--- src/rtl/uart_rx_line_assembler_if.sv ---
// Handshake bundle between the UART byte receiver, the line assembler
// and the string consumer.
interface uart_rx_line_assembler_if #(
  parameter int MAX_LEN = 128
);
  logic [7:0]           rx_byte;
  logic                 rx_valid;
  logic                 rx_err;
  logic [MAX_LEN*8-1:0] line_data;
  logic [7:0]           line_length;
  logic                 line_done;
  logic                 line_busy;
  logic                 line_trunc;
  logic                 line_timeout;
  logic                 line_ack;
  logic                 drop_flag;

  modport master (
    output rx_byte, rx_valid, rx_err, line_ack,
    input  line_data, line_length, line_done,
    input  line_busy, line_trunc, line_timeout, drop_flag
  );

  modport slave (
    input  rx_byte, rx_valid, rx_err, line_ack,
    output line_data, line_length, line_done,
    output line_busy, line_trunc, line_timeout, drop_flag
  );
endinterface

--- src/rtl/uart_rx_line_assembler.sv ---
// Packs UART bytes into a line buffer; closes on LF, idle timeout or full
// buffer, then holds the line until the consumer acknowledges it.
module uart_rx_line_assembler #(
  parameter int CLK_FREQ   = 50_000_000,
  parameter int BAUD_RATE  = 115_200,
  parameter int MAX_LEN    = 128,
  parameter int IDLE_BYTES = 3
) (
  input logic sys_clk,
  input logic sys_rst,
  uart_rx_line_assembler_if.slave lif
);
  localparam longint TL = longint'(IDLE_BYTES) * 64'sd10
                        * longint'(CLK_FREQ) / longint'(BAUD_RATE);
  localparam int T  = int'(TL);
  localparam int TW = (T < 1) ? 1 : $clog2(T + 1);

  localparam logic [1:0] S_IDLE = 2'd0;
  localparam logic [1:0] S_COLL = 2'd1;
  localparam logic [1:0] S_HOLD = 2'd2;
  localparam logic [1:0] S_DISC = 2'd3;

  localparam logic [7:0] CR   = 8'h0D;
  localparam logic [7:0] LF   = 8'h0A;
  localparam logic [7:0] FULL = 8'(MAX_LEN);

  logic [1:0]           state_q, state_d;
  logic [7:0]           len_q, len_d;
  logic [TW-1:0]        cnt_q, cnt_d;
  logic [MAX_LEN*8-1:0] data_q;
  logic [7:0]           olen_q, olen_d;
  logic                 done_q, done_d;
  logic                 trunc_q, trunc_d;
  logic                 tmo_q, tmo_d;
  logic                 drop_q, drop_d;
  logic                 pend_q, pend_d;
  logic                 we;

  logic v, is_lf, is_cr, is_dat, tmo_hit;

  // An errored strobe never carries a usable byte.
  assign v       = lif.rx_valid && !lif.rx_err;
  assign is_lf   = v && (lif.rx_byte == LF);
  assign is_cr   = v && (lif.rx_byte == CR);
  assign is_dat  = v && !is_lf && !is_cr;
  assign tmo_hit = (cnt_q == TW'(T));

  always_comb begin
    state_d = state_q;
    len_d   = len_q;
    cnt_d   = cnt_q;
    olen_d  = olen_q;
    done_d  = 1'b0;
    trunc_d = trunc_q;
    tmo_d   = tmo_q;
    drop_d  = drop_q;
    pend_d  = pend_q;
    we      = 1'b0;
    unique case (state_q)
      S_IDLE: begin
        cnt_d = '0;
        if (is_dat) begin
          we    = 1'b1;
          len_d = 8'd1;
          if (FULL == 8'd1) begin
            state_d = S_HOLD;
            done_d  = 1'b1;
            olen_d  = 8'd1;
            trunc_d = 1'b1;
            pend_d  = 1'b1;
          end else begin
            state_d = S_COLL;
          end
        end
      end
      S_COLL: begin
        if (lif.rx_err) begin
          state_d = S_IDLE;
          len_d   = '0;
          cnt_d   = '0;
        end else if (is_lf) begin
          state_d = S_HOLD;
          done_d  = 1'b1;
          olen_d  = len_q;
          cnt_d   = '0;
        end else if (is_dat) begin
          we    = 1'b1;
          len_d = len_q + 8'd1;
          cnt_d = '0;
          if (len_d == FULL) begin
            state_d = S_HOLD;
            done_d  = 1'b1;
            olen_d  = len_d;
            trunc_d = 1'b1;
            pend_d  = 1'b1;
          end
        end else if (is_cr) begin
          cnt_d = '0;
        end else if (tmo_hit) begin
          state_d = S_HOLD;
          done_d  = 1'b1;
          olen_d  = len_q;
          tmo_d   = 1'b1;
          cnt_d   = '0;
        end else begin
          cnt_d = cnt_q + TW'(1);
        end
      end
      S_HOLD: begin
        if (v) begin
          if (!pend_q)     drop_d = 1'b1;
          else if (is_lf)  pend_d = 1'b0;
        end
        if (lif.line_ack) begin
          state_d = pend_d ? S_DISC : S_IDLE;
          pend_d  = 1'b0;
          len_d   = '0;
          olen_d  = '0;
          trunc_d = 1'b0;
          tmo_d   = 1'b0;
          drop_d  = 1'b0;
          cnt_d   = '0;
        end
      end
      S_DISC: begin
        if (lif.rx_err || is_lf) begin
          state_d = S_IDLE;
          cnt_d   = '0;
        end else if (v) begin
          cnt_d = '0;
        end else if (tmo_hit) begin
          state_d = S_IDLE;
          cnt_d   = '0;
        end else begin
          cnt_d = cnt_q + TW'(1);
        end
      end
      default: state_d = S_IDLE;
    endcase
  end

  always_ff @(posedge sys_clk) begin
    if (sys_rst) begin
      state_q <= S_IDLE;
      len_q   <= '0;
      cnt_q   <= '0;
      data_q  <= '0;
      olen_q  <= '0;
      done_q  <= 1'b0;
      trunc_q <= 1'b0;
      tmo_q   <= 1'b0;
      drop_q  <= 1'b0;
      pend_q  <= 1'b0;
    end else begin
      state_q <= state_d;
      len_q   <= len_d;
      cnt_q   <= cnt_d;
      olen_q  <= olen_d;
      done_q  <= done_d;
      trunc_q <= trunc_d;
      tmo_q   <= tmo_d;
      drop_q  <= drop_d;
      pend_q  <= pend_d;
      for (int k = 0; k < MAX_LEN; k++) begin
        if (we && (len_q == 8'(k))) data_q[k*8 +: 8] <= lif.rx_byte;
      end
    end
  end

  assign lif.line_data    = data_q;
  assign lif.line_length  = olen_q;
  assign lif.line_done    = done_q;
  assign lif.line_busy    = (state_q == S_COLL) || (state_q == S_DISC);
  assign lif.line_trunc   = trunc_q;
  assign lif.line_timeout = tmo_q;
  assign lif.drop_flag    = drop_q;
endmodule

--- src/flat_wrapper.sv ---
// flat-port wrapper written by rule: the top's interface ports become plain ports
module uart_rx_line_assembler_flat 
#(
  parameter int CLK_FREQ   = 50_000_000,
  parameter int BAUD_RATE  = 115_200,
  parameter int MAX_LEN    = 128,
  parameter int IDLE_BYTES = 3
)
  (sys_clk, sys_rst, lif_rx_byte, lif_rx_valid, lif_rx_err, lif_line_ack, lif_line_data, lif_line_length, lif_line_done, lif_line_busy, lif_line_trunc, lif_line_timeout, lif_drop_flag);
  uart_rx_line_assembler_if #(.MAX_LEN(MAX_LEN)) lif_i ();
  input logic sys_clk;
  input logic sys_rst;
  input wire logic [$bits(lif_i.rx_byte)-1:0] lif_rx_byte;
  input wire logic [$bits(lif_i.rx_valid)-1:0] lif_rx_valid;
  input wire logic [$bits(lif_i.rx_err)-1:0] lif_rx_err;
  input wire logic [$bits(lif_i.line_ack)-1:0] lif_line_ack;
  output wire logic [$bits(lif_i.line_data)-1:0] lif_line_data;
  output wire logic [$bits(lif_i.line_length)-1:0] lif_line_length;
  output wire logic [$bits(lif_i.line_done)-1:0] lif_line_done;
  output wire logic [$bits(lif_i.line_busy)-1:0] lif_line_busy;
  output wire logic [$bits(lif_i.line_trunc)-1:0] lif_line_trunc;
  output wire logic [$bits(lif_i.line_timeout)-1:0] lif_line_timeout;
  output wire logic [$bits(lif_i.drop_flag)-1:0] lif_drop_flag;
  assign lif_i.rx_byte = lif_rx_byte;
  assign lif_i.rx_valid = lif_rx_valid;
  assign lif_i.rx_err = lif_rx_err;
  assign lif_i.line_ack = lif_line_ack;
  assign lif_line_data = lif_i.line_data;
  assign lif_line_length = lif_i.line_length;
  assign lif_line_done = lif_i.line_done;
  assign lif_line_busy = lif_i.line_busy;
  assign lif_line_trunc = lif_i.line_trunc;
  assign lif_line_timeout = lif_i.line_timeout;
  assign lif_drop_flag = lif_i.drop_flag;
  uart_rx_line_assembler #(.CLK_FREQ(CLK_FREQ), .BAUD_RATE(BAUD_RATE), .MAX_LEN(MAX_LEN), .IDLE_BYTES(IDLE_BYTES)) u_core (.sys_clk(sys_clk), .sys_rst(sys_rst), .lif(lif_i));
endmodule
--- config.mk ---
export PLATFORM = sky130hd
export DESIGN_NAME = uart_rx_line_assembler_flat
export DESIGN_NICKNAME = d
export VERILOG_FILES = /design/src/rtl/uart_rx_line_assembler_if.sv /design/src/rtl/uart_rx_line_assembler.sv /design/src/flat_wrapper.sv
export SDC_FILE = /design/constraint.sdc
export NUM_CORES = 2
export LEC_CHECK = 0
export ABC_AREA = 1
export CAP_MARGIN = 10
export CORE_AREA = 3 3 407 409
export CTS_BUF_LIST = sky130_fd_sc_hd__clkbuf_8 sky130_fd_sc_hd__clkbuf_16
export DETAILED_ROUTE_END_ITERATION = 7
export DIE_AREA = 0 0 410 412
export GPL_TIMING_DRIVEN = 0
export PLACE_DENSITY = 0.53
export SLEW_MARGIN = 10
export SYNTH_ARGS = -nofsm -noshare
export SYNTH_HDL_FRONTEND = slang
export SYNTH_SLANG_ARGS = --single-unit
--- constraint.sdc ---
create_clock -name sys_clk -period 4.86 [get_ports sys_clk]
set_input_delay 0.972 -clock sys_clk [delete_from_list [all_inputs] [get_ports sys_clk]]
set_output_delay 0.972 -clock sys_clk [all_outputs]
set_load 0.03 [all_outputs]
=== After elaboration in Yosys (flattened, before gate mapping) ===
Index checks and enable logic that the tools add are counted.

* Register bits after elaboration: 1061
* Input bits: 13
* Output and inout port bits: 1037
* Logic and storage cells: 510

* Reductions and logical operators: 151
* Add/sub/neg operators: 2
* Bitwise operators: 1
* Eq/ne operators: 154
* Mux-type cells: 65

{| class="wikitable"
|+ Operator list
! cell !! count
|-
| $eq 8x7->1 const B || 64
|-
| $eq 8x6->1 const B || 32
|-
| $logic_and 1x1->1 || 133
|-
| $eq 8x5->1 const B || 16
|-
| $mux 14 || 8
|-
| $mux 8 || 11
|-
| $eq 8x4->1 const B || 10
|-
| $pmux 14 s4 || 1
|-
| $eq 8x3->1 const B || 4
|-
| $mux 1 || 26
|-
| $mux 2 || 12
|-
| $pmux 8 s3 || 1
|-
| $eq 8x2->1 const B || 2
|-
| $pmux 8 s2 || 1
|-
| $add 14x1->14 const B || 1
|-
| $eq 14x14->1 const B || 1
|-
| $reduce_and 7->1 || 2
|-
| $ne 2x2->1 const B || 6
|-
| $reduce_and 6->1 || 2
|-
| $ne 5x4->1 const B || 2
|-
| $reduce_and 5->1 || 2
|-
| $add 8x1->8 const B || 1
|-
| $eq 8x1->1 const B || 1
|-
| $eq 8x8->1 const B || 1
|-
| other kinds (20) || 33
|}

=== Depth between registers and ports, before layout ===
* Depth in word-level cells: 11
* Gate-level depth with buffers: 15
* Gate-level depth less buffers: 13

=== Worst setup path after synthesis ===
OpenSTA, ideal clock, no wires.

* Path type: input-to-reg
* From: input port lif_rx_valid
* To: register u_core.data_q[504], in the netlist u_core.lif.line_data[504]
* Cell stages on the path: 10
* Data arrival time: 2486 ps
* Path slack: 2258 ps
* Data required time: 4744 ps
* Setup time: 116 ps
* Path through: inv_1 nor2_1 nand3_1 a21oi_4 nand2_1 buf_4 nor2_4 inv_1 nor2_1 nor2_1

* Cells in the longest elaborated chain, start to end: 10
* Elaborated cells between the ends (all ways): 12
* Classes of those cells: mux: 4; reduce/logical: 8

{| class="wikitable"
|+ RTL lines
! element !! line !! source
|-
| start, declared || flat_wrapper.sv:14 || <nowiki>input wire logic [$bits(lif_i.rx_valid)-1:0] lif_rx_valid;</nowiki>
|-
| $logic_and 1x1->1 (*) || uart_rx_line_assembler.sv:42 || <nowiki>assign v = lif.rx_valid && !lif.rx_err;</nowiki>
|-
| $logic_and 1x1->1 || uart_rx_line_assembler.sv:43 || <nowiki>assign is_lf = v && (lif.rx_byte == LF);</nowiki>
|-
| $logic_not 1->1 || uart_rx_line_assembler.sv:45 || <nowiki>assign is_dat = v && !is_lf && !is_cr;</nowiki>
|-
| $logic_and 1x1->1 (2 in a row) || uart_rx_line_assembler.sv:45 ||
|-
| $mux 1 || uart_rx_line_assembler.sv:62, uart_rx_line_assembler.sv:86 ||
|-
| $mux 1 || uart_rx_line_assembler.sv:81 || <nowiki>end else if (is_lf) begin</nowiki>
|-
| $mux 1 || uart_rx_line_assembler.sv:77 || <nowiki>if (lif.rx_err) begin</nowiki>
|-
| $pmux 1 s2 (*) || uart_rx_line_assembler.sv:59 || <nowiki>unique case (state_q)</nowiki>
|-
| $logic_and 1x1->1 (*) || uart_rx_line_assembler.sv:165 || <nowiki>if (we && (len_q == 8'(k))) data_q[k*8 +: 8] <= lif.rx_byte;</nowiki>
|-
| end signal, assigned by index || uart_rx_line_assembler.sv:165 ||
|-
| end, declared || uart_rx_line_assembler.sv:30 || <nowiki>logic [MAX_LEN*8-1:0] data_q;</nowiki>
|}

Mark *: on every way between the ends. The rest lies on a longest branch, timed or not.
A chain may end at the register's enable or synchronous reset.

=== Final worst setup path ===
* From: input port lif_rx_byte[4]
* To: register u_core.data_q[559], in the netlist u_core.lif.line_data[559]

* Cells in the longest elaborated chain, start to end: 10
* Elaborated cells between the ends (all ways): 13
* Classes of those cells: eq/ne: 2; mux: 4; reduce/logical: 7

{| class="wikitable"
|+ RTL lines
! element !! line !! source
|-
| start, declared || flat_wrapper.sv:13 || <nowiki>input wire logic [$bits(lif_i.rx_byte)-1:0] lif_rx_byte;</nowiki>
|-
| $eq 8x4->1 || uart_rx_line_assembler.sv:43 ||
|-
| $logic_and 1x1->1 || uart_rx_line_assembler.sv:43 ||
|-
| $logic_not 1->1 || uart_rx_line_assembler.sv:45 ||
|-
| $logic_and 1x1->1 (2 in a row) || uart_rx_line_assembler.sv:45 ||
|-
| $mux 1 || uart_rx_line_assembler.sv:62, uart_rx_line_assembler.sv:86 ||
|-
| $mux 1 || uart_rx_line_assembler.sv:81 ||
|-
| $mux 1 || uart_rx_line_assembler.sv:77 ||
|-
| $pmux 1 s2 (*) || uart_rx_line_assembler.sv:59 ||
|-
| $logic_and 1x1->1 (*) || uart_rx_line_assembler.sv:165 ||
|}

Marked as above.

==> summary.md <==
| Metric | Value |
|---|---|
| Run status | finished, final reports clean |
| Arr. time, crit path | 5.24 ns |
| Syn_nets | 5088 |
| Netlist cell types | 31 |
| Vias/cell | 4.92 |
| Top post-synthesis cells by count | 1061 x dfxtp_1, 822 x nand2_1, 802 x nor2_1, 745 x a21oi_1, 664 x nand3_1 |
| Max-slew violations | 0 |
| Die X | 410 um |
| Logic pwr share | around 11% |
| Max cap viols | 0 |
| Fill cells | 17220 |
| Most common flop cell mapped by yosys | dfxtp_1 |
| Worst reg2reg setup slack | 0.99 ns |
| Slowest stage delay, CP | 0.91 ns |
| Worst Reg2Reg Path Length in Cells | 9 |
| Hold Vio Cnt, Final | 0 |
| Hold Crit Start | u_core.lif.line_data[353] |
| CTS buffer count | 117 |
| Area Growth Syn to Fin | 44.2% |
| Avg Synthesized Cell Area | 7.71 um2 |
| Area leader, netlist | dfxtp_1 |
| Crit path top cell by count | buf_2 |
| CTS tree | built |
| Post-layout util | 34.7% |
| Required time worst endpoint | 5.50 ns |
| Fin crit share | 94.6% |
| WL/cell | 27.0 um |
| Lkg Pwr | 19.5 nW |
| PwrDens | 354 mW/mm2 |
| Switching Fraction | 28.8% |
| Minimum clock period | about 4.6 ns |
| Initial Util | 24.0% |
| Hold Path Depth | 2 |
| Met3 Routed Length | 20700 um |
| DRT iter0 DRCs | 3941 |
| WL met2 | 108000 um |
| Cells after synthesis | 5064 |
| Post-synth ARST share | 0% |
| Grt total ovfl | 0 |
| Clk sinks | 1061 |
| RePlAce Congestion | 0.915 |
| DP HPWL | around 170000 um |
| Met1 WL | 90500 um |
| Clock transition at path regs | 0.06 ns |
| Die area | 0.169 mm2 |
| Area share of the largest cell type after synthesis | a little over half |
| Skew-Pair Late Insertion Delay | 0.76 ns |
| Hold_buf cts | 0 |
| Global-route wire length before repair | 312000 um |
| Unrepaired setup endpoints after global routing | no |
| Post-synthesis sequential area ratio | 54.4% |
| Vias in the first global route | 39286 |
| Core area | 0.162 mm2 |
| Worst slew pin tran | around 1.3 ns |
| Worst Path Buf+Inv | 5 |
| VDD IR max | 0.000310 V |
| Sum of routed wire length over all layers | 230000 um |
| P_int | 14.2 mW |
| Highest routed metal layer | met4 |
| WS Path Type | in2reg |
| CTS max path bufs | 3 |
| Ys Warns | 0 |
| Crit path cell chain | clkdlybuf4s50_1 > inv_2 > nand2_1 > nor2_2 > nand2_1 > nand3_1 > a21oi_4 > buf_2 > buf_2 > buf_2 > nand3_1 > a21oi_1 |
| Worst r2r src | u_core.len_q[0] |
| Fin cells | 8510 |
| Largest net degree at the start of global routing | 19 |
| Root buffer cell | clkbuf_16 |
| Fmax | 218 MHz |
| DRC | 0 |
| Die span in y | 412 um |
| Clock power share | ~45% |
| Yosys reg bits | 1061 |
| Depth of the CTS H-tree | 3 |
| Dpl cells | 8292 |
| Hold Path Class | reg2reg |
| CP Capture Type | flop |
| Total GRT Usage | 25.9% |
| Critical path peak fanout | 11 |
| Relative slew slack | approximately a tenth |
| Nets | 6260 |
| Drt first pass iters | 8 |
| Initial antenna violation count | 19 |
| Placement Cell Area | approximately 0.052 mm2 |
| Syn Std Cell Area | 0.0390 mm2 |
| Worst Hold End | u_core.lif.line_data[353] |
| Switching power | approximately 5.7 mW |
| Fin area | 0.0563 mm2 |
| Count leader, synth | dfxtp_1 |
| Site Rows | approximately 150 |
| Critical path's slowest cell | clkdlybuf4s50_1 |
| Setup TNS | 0 ns |
| Post-cts resize count | 0 |
| Post-synth EDFFs | 0 |
| Via count | 41902 |
| IO buf count | roughly 1000 |
| Reg-to-reg endpoint | u_core.lif.line_data[676] |
| # Post-CTS Setup Buffers | 0 |
| Sequential power share | 44.3% |
| I/O pins | 1050 |
| Largest cells by area after synthesis | dfxtp_1 54%, a21oi_1 9.5%, nand3_1 8.5% |
| CP top delay family | buffers and inverters |
| Critical Path Source Type | input port |
| Layout cells sized above 1 | 6.10% |
| Post-route ant nets | 0 |
| Worst Skew | 0.0727 ns |
| Final setup fails | 0 |
power groups by stage:
stage	Combinational, mW	Clock [mW]	Sequential [mW]
2_1_floorplan	1.02	0	9.13
3_3_place_gp	2.21	0	9.02
3_5_place_dp	2.22	0	9.02
4_1_cts	2.22	9.00	8.83
5_1_grt	2.35	9.35	8.83
6_report	2.21	8.87	8.83
through the flow:
step / power, mW / setup slack (ns) / hold slack [ns]
after floorplan: 10.2 / 2.26 / 0.454
final: 19.9 / 0.263 / 0.459
after global routing: 20.5 / 0.131 / 0.472
after CTS: 20.0 / 0.316 / 0.460
after detailed placement: 11.2 / -0.493 / 0.451
after global placement: 11.2 / -1.08 / 0.448
kinds of logic after synthesis:
logic type	after synthesis	synth area share, %
adders and majority gates	11	0.352
DFF	1061	54.4
buffers and inverters	463	4.77
and+or+nand+nor	2356	25.3
xor gates and xnor gates	3	0.0673
AOI/OAI and AO/OA	1170	15.1
state kept, by name, summed over array words and instances, names as in the netlist:
| name | count |
|---|---|
| u_core.pend_q | 1 |
| u_core.lif.line_timeout | 1 |
| u_core.lif.line_trunc | 1 |
| u_core.cnt_q | 14 |
| u_core.lif.line_data | 1024 |
| u_core.lif.line_length | 8 |
| u_core.lif.drop_flag | 1 |
| u_core.state_q | 2 |
| u_core.len_q | 8 |
| u_core.lif.line_done | 1 |
metal layers:
| layer | track usage, % | vias up |
|---|---|---|
| li1 | - | 19277 |
| met4 | 11.5 | 0 |
| met3 | 7.70 | 377 |
| met1 | 30.6 | 20356 |
| met5 | 0 | - |
| met2 | 43.3 | 1892 |
placed cells by master, fill, tap and decap left out, types with 3 or more instances in the layout:
master	instances
dfxtp_1	1061
clkdlybuf4s50_1	1047
nand2_1	822
nor2_1	801
a21oi_1	745
nand3_1	663
o21ai_0	409
clkbuf_1	198
inv_1	124
clkbuf_16	117
buf_2	97
nor2_2	37
clkbuf_8	34
inv_2	30
clkbuf_2	23
clkinv_2	14
buf_1	13
nor3_1	11
ha_1	11
nor2_4	10
nand4_1	9
clkinv_1	8
diode_2	7
clkinvlp_4	5
buf_16	5
clkinv_16	4
o21ai_1	3
xor2_1	3
tightest hold or removal path, cell delays in order (launching register included):
cell,delay (ns)
dfxtp_1,0.31
nand2_1,0.06
a21oi_1,0.05
how the worst max path moves through the flow:
| stage | start | end | slack [ns] | cells after the start |
|---|---|---|---|---|
| 3_5_place_dp | lif_rx_byte[4] | u_core.lif.line_data[559] | -0.49 | 12 |
| 5_1_grt | lif_rx_byte[4] | u_core.lif.line_data[559] | 0.13 | 12 |
| 4_1_cts | lif_rx_byte[4] | u_core.lif.line_data[559] | 0.32 | 12 |
| 2_1_floorplan | lif_rx_valid | u_core.lif.line_data[504] | 2.26 | 10 |
| 6_report | lif_rx_byte[4] | u_core.lif.line_data[559] | 0.26 | 12 |
| 3_3_place_gp | lif_rx_byte[4] | u_core.lif.line_data[679] | -1.08 | 12 |
area by class of cell:
class / instances / area, um2 / share of cell area, %
Sequential cell: 1061 / 21200 / 37.7
Multi-Input combinational cell: 3540 / 15900 / 28.3
Timing Repair Buffer: 1053 / 10600 / 18.9
Clock buffer: 151 / 3400 / 6.03
Tap cell: 2175 / 2720 / 4.83
Buffer: 332 / 1400 / 2.49
Inverter: 131 / 492 / 0.874
Clock inverter: 60 / 437 / 0.776
Antenna cell: 7 / 17.5 / 0.0311
Power figures use the tool's default switching activity.
